`src/rtl/tt_mux_seq_if.sv`:
```
// Row-mux bus bundle: user-module array, spine in/out, address strap and status.
interface tt_mux_seq_if #(
   parameter int unsigned N_UM = 16,
   parameter int unsigned N_IO = 8,
   parameter int unsigned N_O  = 8,
   parameter int unsigned N_I  = 10
);
   localparam int unsigned U_OW = N_O + 2 * N_IO;
   localparam int unsigned U_IW = N_I + N_IO;

   logic [U_OW*N_UM-1:0] um_ow;
   logic [U_IW*N_UM-1:0] um_iw;
   logic [N_UM-1:0]      um_ena;
   logic [N_UM-1:0]      um_pg_vdd;
   logic [N_UM-1:0]      um_k_zero;
   logic [U_OW+1:0]      spine_ow;
   logic [U_IW+12:0]     spine_iw;
   logic [4:0]           addr;
   logic                 seq_busy;
   logic                 k_zero;
   logic                 k_one;

   // Spine / controller side.
   modport master (
      output um_ow, spine_iw, addr,
      input  um_iw, um_ena, um_pg_vdd, um_k_zero, spine_ow, seq_busy, k_zero, k_one
   );

   // Row multiplexer side.
   modport slave (
      input  um_ow, spine_iw, addr,
      output um_iw, um_ena, um_pg_vdd, um_k_zero, spine_ow, seq_busy, k_zero, k_one
   );
endinterface

```
`src/rtl/tt_mux_seq.sv`:
```
// Row multiplexer with power sequencing: at most one user module is powered,
// enabled and connected to the spine at a time.
module tt_mux_seq #(
   parameter int unsigned N_UM      = 16,
   parameter int unsigned N_IO      = 8,
   parameter int unsigned N_O       = 8,
   parameter int unsigned N_I       = 10,
   parameter int unsigned PG_DELAY  = 16,
   parameter int unsigned ISO_DELAY = 2
) (
   input logic         clk,
   input logic         rst_n,
   tt_mux_seq_if.slave bus
);
   localparam int unsigned U_OW    = N_O + 2 * N_IO;
   localparam int unsigned U_IW    = N_I + N_IO;
   localparam int unsigned MAX_DLY = (PG_DELAY > ISO_DELAY) ? PG_DELAY : ISO_DELAY;
   localparam int unsigned CNT_W   = $clog2(MAX_DLY + 1);

   typedef enum logic [2:0] {
      ST_OFF,
      ST_PWR_UP,
      ST_ACTIVE,
      ST_ISOLATE,
      ST_PWR_DN
   } state_t;

   state_t           state, state_nxt;
   logic [4:0]       cur, cur_nxt;
   logic [CNT_W-1:0] cnt, cnt_nxt;

   logic [U_IW-1:0]  usr_q;
   logic [9:0]       sel_q;
   logic             ena_q;

   logic [4:0]       tgt;
   logic             req_valid;

   logic [N_UM-1:0]      ena_nxt, ena_r;
   logic [N_UM-1:0]      pg_nxt, pg_r;
   logic [U_IW*N_UM-1:0] iw_nxt, iw_r;
   logic [U_OW-1:0]      usr_out_nxt, usr_out_r;
   logic                 busy_nxt, busy_r;

   // Guard bits carry no information.
   logic unused_guards;
   assign unused_guards = bus.spine_iw[0] ^ bus.spine_iw[U_IW+12];

   // Request decode from the registered spine word; out-of-range targets are invalid.
   assign tgt       = sel_q[4:0];
   assign req_valid = ena_q && (sel_q[9:5] == bus.addr) && ({1'b0, tgt} < 6'(N_UM));

   always_comb begin
      state_nxt = state;
      cur_nxt   = cur;
      cnt_nxt   = cnt;
      case (state)
         ST_OFF: begin
            if (req_valid) begin
               state_nxt = ST_PWR_UP;
               cur_nxt   = tgt;
               cnt_nxt   = CNT_W'(PG_DELAY);
            end
         end
         ST_PWR_UP: begin
            // An abort wins over completion on the same cycle.
            if (!req_valid || (tgt != cur)) begin
               state_nxt = ST_ISOLATE;
               cnt_nxt   = CNT_W'(ISO_DELAY);
            end else begin
               cnt_nxt = cnt - CNT_W'(1);
               if (cnt <= CNT_W'(1)) state_nxt = ST_ACTIVE;
            end
         end
         ST_ACTIVE: begin
            if (!req_valid || (tgt != cur)) begin
               state_nxt = ST_ISOLATE;
               cnt_nxt   = CNT_W'(ISO_DELAY);
            end
         end
         ST_ISOLATE: begin
            cnt_nxt = cnt - CNT_W'(1);
            if (cnt <= CNT_W'(1)) state_nxt = ST_PWR_DN;
         end
         ST_PWR_DN: begin
            state_nxt = ST_OFF;
         end
         default: begin
            state_nxt = ST_OFF;
         end
      endcase
   end

   // Output values for the state being entered, so every output comes straight from a flop.
   always_comb begin
      ena_nxt     = '0;
      pg_nxt      = '1;
      iw_nxt      = '0;
      usr_out_nxt = '0;
      busy_nxt    = !((state_nxt == ST_OFF) || (state_nxt == ST_ACTIVE));
      for (int i = 0; i < int'(N_UM); i++) begin
         if (5'(i) == cur_nxt) begin
            case (state_nxt)
               ST_PWR_UP, ST_ISOLATE: begin
                  pg_nxt[i] = 1'b0;
               end
               ST_ACTIVE: begin
                  pg_nxt[i]                = 1'b0;
                  ena_nxt[i]               = 1'b1;
                  iw_nxt[U_IW*i +: U_IW]   = usr_q;
                  usr_out_nxt              = bus.um_ow[U_OW*i +: U_OW];
               end
               default: begin
               end
            endcase
         end
      end
   end

   always_ff @(posedge clk or negedge rst_n) begin
      if (!rst_n) begin
         state     <= ST_OFF;
         cur       <= '0;
         cnt       <= '0;
         usr_q     <= '0;
         sel_q     <= '0;
         ena_q     <= 1'b0;
         ena_r     <= '0;
         pg_r      <= '1;
         iw_r      <= '0;
         usr_out_r <= '0;
         busy_r    <= 1'b0;
      end else begin
         state     <= state_nxt;
         cur       <= cur_nxt;
         cnt       <= cnt_nxt;
         usr_q     <= bus.spine_iw[U_IW+11:12];
         sel_q     <= bus.spine_iw[11:2];
         ena_q     <= bus.spine_iw[1];
         ena_r     <= ena_nxt;
         pg_r      <= pg_nxt;
         iw_r      <= iw_nxt;
         usr_out_r <= usr_out_nxt;
         busy_r    <= busy_nxt;
      end
   end

   assign bus.um_ena    = ena_r;
   assign bus.um_pg_vdd = pg_r;
   assign bus.um_iw     = iw_r;
   assign bus.spine_ow  = {1'b0, usr_out_r, 1'b0};
   assign bus.seq_busy  = busy_r;
   assign bus.um_k_zero = '0;
   assign bus.k_zero    = 1'b0;
   assign bus.k_one     = 1'b1;
endmodule

```
`src/flat_wrapper.sv`:
```
// flat-port wrapper written by rule: the top's interface ports become plain ports
module tt_mux_seq_flat 
#(
   parameter int unsigned N_UM      = 16,
   parameter int unsigned N_IO      = 8,
   parameter int unsigned N_O       = 8,
   parameter int unsigned N_I       = 10,
   parameter int unsigned PG_DELAY  = 16,
   parameter int unsigned ISO_DELAY = 2
)
  (clk, rst_n, bus_um_ow, bus_spine_iw, bus_addr, bus_um_iw, bus_um_ena, bus_um_pg_vdd, bus_um_k_zero, bus_spine_ow, bus_seq_busy, bus_k_zero, bus_k_one);
  tt_mux_seq_if #(.N_UM(N_UM), .N_IO(N_IO), .N_O(N_O), .N_I(N_I)) bus_i ();
  input logic clk;
  input logic rst_n;
  input wire logic [$bits(bus_i.um_ow)-1:0] bus_um_ow;
  input wire logic [$bits(bus_i.spine_iw)-1:0] bus_spine_iw;
  input wire logic [$bits(bus_i.addr)-1:0] bus_addr;
  output wire logic [$bits(bus_i.um_iw)-1:0] bus_um_iw;
  output wire logic [$bits(bus_i.um_ena)-1:0] bus_um_ena;
  output wire logic [$bits(bus_i.um_pg_vdd)-1:0] bus_um_pg_vdd;
  output wire logic [$bits(bus_i.um_k_zero)-1:0] bus_um_k_zero;
  output wire logic [$bits(bus_i.spine_ow)-1:0] bus_spine_ow;
  output wire logic [$bits(bus_i.seq_busy)-1:0] bus_seq_busy;
  output wire logic [$bits(bus_i.k_zero)-1:0] bus_k_zero;
  output wire logic [$bits(bus_i.k_one)-1:0] bus_k_one;
  assign bus_i.um_ow = bus_um_ow;
  assign bus_i.spine_iw = bus_spine_iw;
  assign bus_i.addr = bus_addr;
  assign bus_um_iw = bus_i.um_iw;
  assign bus_um_ena = bus_i.um_ena;
  assign bus_um_pg_vdd = bus_i.um_pg_vdd;
  assign bus_um_k_zero = bus_i.um_k_zero;
  assign bus_spine_ow = bus_i.spine_ow;
  assign bus_seq_busy = bus_i.seq_busy;
  assign bus_k_zero = bus_i.k_zero;
  assign bus_k_one = bus_i.k_one;
  tt_mux_seq #(.N_UM(N_UM), .N_IO(N_IO), .N_O(N_O), .N_I(N_I), .PG_DELAY(PG_DELAY), .ISO_DELAY(ISO_DELAY)) u_core (.clk(clk), .rst_n(rst_n), .bus(bus_i));
endmodule
```
`config.mk`:
```
export PLATFORM = sky130hd
export DESIGN_NAME = tt_mux_seq_flat
export DESIGN_NICKNAME = d
export VERILOG_FILES = /design/src/rtl/tt_mux_seq_if.sv /design/src/rtl/tt_mux_seq.sv /design/src/flat_wrapper.sv
export SDC_FILE = /design/constraint.sdc
export NUM_CORES = 1
export LEC_CHECK = 0
export ABC_CLOCK_PERIOD_IN_PS = 2740
export CAP_MARGIN = 0
export CORE_AREA = 3 3 301 303
export DETAILED_ROUTE_END_ITERATION = 10
export DIE_AREA = 0 0 304 306
export PLACE_DENSITY = 0.52
export SKIP_CTS_REPAIR_TIMING = 1
export SLEW_MARGIN = 30
export SYNTH_ARGS = -nofsm -noshare
export SYNTH_HDL_FRONTEND = slang
export SYNTH_SLANG_ARGS = --single-unit
```
`constraint.sdc`:
```
create_clock -name clk -period 2.74 [get_ports clk]
set_input_delay 0.548 -clock clk [delete_from_list [all_inputs] [get_ports clk]]
set_output_delay 0.548 -clock clk [all_outputs]
set_load 0.02 [all_outputs]
```
==> results.sh <==
export IMPL_status="finished with violations"
export IMPL_failed_checks="negative setup slack"
export IMPL_endpoint_kind="flip-flop"
export IMPL_p_per_area_nw_per_um2=482
export IMPL_cts_root_buf="clkbuf_16"
export IMPL_synth_flop_cell="dfrtp_1"
export IMPL_max_slew_margin=0.411
export IMPL_skew_ps=33.2
export IMPL_cts_buffer_depth=3
export IMPL_yosysMostFrequentCell="dfrtp_1"
export IMPL_p_seq_frac=0.403
export IMPL_critPathRequiredTime_ps=3160
export IMPL_p_int_w=0.0107
export IMPL_ys_warn_count=0
export IMPL_swShare=0.274
export IMPL_port_buffers=764
export IMPL_clock_fmax_mhz=302
export IMPL_setup_viol=73
export IMPL_dieWidth_um=304
export IMPL_finalCriticalPeriod_ps=3320
export IMPL_async_reset_ff_frac=1.00
export IMPL_ys_ff_latch=387
export IMPL_track_usage=0.209
export IMPL_postRouteWirelength_um=105000
export IMPL_ant_nets=0
export IMPL_cts_htree_levels=2
export IMPL_startpoint="u_core.sel_q[8]$_DFF_PN0_"
export IMPL_synth_top_area_share=0.533
export IMPL_fin_hold_ws_ps=407
export IMPL_nets=2949
export IMPL_hold_violations=0
export IMPL_first_global_vias=18100
export IMPL_final_cell_count_no_fill=3740
export IMPL_synth_area_top_cells="dfrtp_1, and3_1, a21oi_1"
export IMPL_layout_drive_gt1_share=0.187
export IMPL_syn_to_final_growth_pct=76.0
export IMPL_fin_ws_ps=-575
export IMPL_numCtsBuffers=43
export IMPL_dr_first_iter_drc_count=1604
export IMPL_viasPerCell=4.78
export IMPL_clock_power_share=0.407
export IMPL_ys_types=68
export IMPL_fill_cells=8744
export IMPL_dp_hpwl_um=81800
export IMPL_antenna_found_initial=34
export IMPL_synth_edf_count=0
export IMPL_cts_sinks=387
export IMPL_critPathLaunchType="flip-flop"
export IMPL_drc_errors=0
export IMPL_dieHeight_um=306
export IMPL_min_period_over_period=1.21
export IMPL_clock_latency_ps=580
export IMPL_grt_first_pass_wirelength_um=141000
export IMPL_synthesis_area_um2=17400
export IMPL_post_dp_cell_area_um2=28000
export IMPL_p_leak_nw=14.3
export IMPL_arrival_ps=3740
export IMPL_grt_ovfl_total=0
export IMPL_coreArea_um2=88200
export IMPL_syn_area_per_cell_um2=10.7
export IMPL_die_area_um2=93000
export IMPL_post_synth_top_area_cell="dfrtp_1"
export IMPL_drv_slew=0
export IMPL_drt_pass1_iter_count=9
export IMPL_rsz0062_at_grt="true"
export IMPL_hold_path_class="in2reg"
export IMPL_total_power_w=0.0148
export IMPL_synth_common_cells="dfrtp_1, and3_1, clkbuf_1"
export IMPL_worst_pin_slew_ps=883
export IMPL_p_switching_w=0.00405
export IMPL_design_area_um2=30700
export IMPL_clk_pin_slew_worst_paths_ps=60
export IMPL_grt_max_degree=80
export IMPL_worstPathMaxFanout=27
export IMPL_num_vias=17900
export IMPL_dp_cells=3605
export IMPL_worst_hold_startpoint="bus_spine_iw[14]"
export IMPL_crit_type="reg2reg"
export IMPL_comb_power_share=0.189
export IMPL_start_util=0.197
export IMPL_ir_drop_mv=0.377
export IMPL_yosysSeqAreaShare=0.557
export IMPL_r2r_start="u_core.sel_q[8]$_DFF_PN0_"
export IMPL_maxCapViolCount=0
export IMPL_tritoncts="yes"
export IMPL_gp_congestion=0.941
export IMPL_syn_inst=1626
export IMPL_wl_per_cell_um=28.1
export IMPL_row_count=109
export IMPL_utilization=0.347
export IMPL_io_pins=787
[area by class of cell]
type                            instances  area (um^2)  share of cell area
Multi-Input combinational cell        995         7160               0.233
Clock buffer                           58         1180              0.0386
Tap cell                             1165         1460              0.0475
Clock inverter                         20          289             0.00943
Inverter                               60          225             0.00735
Antenna cell                           17         42.5             0.00139
Timing Repair Buffer                 1038        10600               0.346
Sequential cell                       387         9700               0.316
[critical path: stages, from the launching register on]
cell and delay [ps]:
dfrtp_1 420, xor2_4 170, or4_4 570, buf_12 170
buf_4 130, o211ai_4 210, buf_4 160, buf_12 160
buf_4 140, a22oi_1 60, o221a_2 310, o2111ai_2 330
a21o_1 210, a31oi_1 110
[path summary, 6_finish.rpt]
| check | endpoint | slack, ps | depth (start not counted) |
|---|---|---|---|
| hold reg to reg | u_core.cnt[0]$_DFFE_PN0P_ | 600 | 1 |
| hold / removal | u_core.usr_q[2]$_DFF_PN0_ | 410 | 1 |
| max in group asynchronous | u_core.usr_out_r[16]$_DFF_PN0_ | 1280 | 3 |
| min in group asynchronous | u_core.bus.um_ena[6]$_DFF_PN0_ | 550 | 2 |
| setup reg to reg | u_core.usr_out_r[11]$_DFF_PN0_ | -580 | 13 |
| setup / recovery | u_core.usr_out_r[11]$_DFF_PN0_ | -580 | 13 |
[layer usage]
metal	track usage	share of wire
met1	0.242	0.38
met2	0.368	0.50
met5	0	0.00082
met3	0.0483	0.075
met4	0.0932	0.046
[kinds of logic (layout without fill, tap and decap cells)]
logic type	count (synthesis)	count (layout)	share of synthesized area
compound gates	551	551	0.231
xor+xnor	11	11	0.00553
fa+ha+maj	2	2	0.00144
buf+inv	262	1176	0.0628
flops	387	387	0.557
mux	3	3	0.00187
other cells	2	37	0.000431
simple gates	408	408	0.140
[placed cells by master (no fill, tap or decap), drive strengths merged, types with 8 or more instances in the layout]
master         instances
a21boi                24
a21o                  47
a21oi                129
a222oi                45
a22oi                 49
a31oi                 24
and2                  61
and3                 236
buf                  262
clkbuf                70
clkdlybuf4s50        762
clkinv                 8
conb                  20
dfrtp                371
dfstp                 16
diode                 17
inv                   63
nand2                 37
nor2                  25
nor3                  11
o2111ai               24
o211a                 24
o21ai                 67
o221a                 25
o221ai                46
o22ai                 24
[stage by stage]
step	setup slack, ps	TNS (ps)
floorplan	-205	-5030
global placement	-1390	-335690
detailed placement	-1390	-338030
CTS	-809	-125970
global route	-675	-26060
finish	-575	-17130
[power groups by stage]
stage          Combinational, W  Sequential [W]  Clock [W]
3_5_place_dp            0.00256         0.00607          0
3_3_place_gp            0.00253         0.00606          0
6_report                0.00280         0.00596    0.00602
4_1_cts                 0.00256         0.00596    0.00618
2_1_floorplan          0.000885         0.00601          0
5_1_grt                 0.00298         0.00598    0.00640
[registers in the layout (all words and copies together) (netlist names)]
register and count:
u_core.bus.um_iw 288, u_core.usr_out_r 24, u_core.usr_q 18, u_core.bus.um_ena 16, u_core.bus.um_pg_vdd 16, u_core.sel_q 10, u_core.cnt 5, u_core.cur 5
u_core.state 3, u_core.bus.seq_busy 1, u_core.ena_q 1
(Power assumes the default switching activity.)
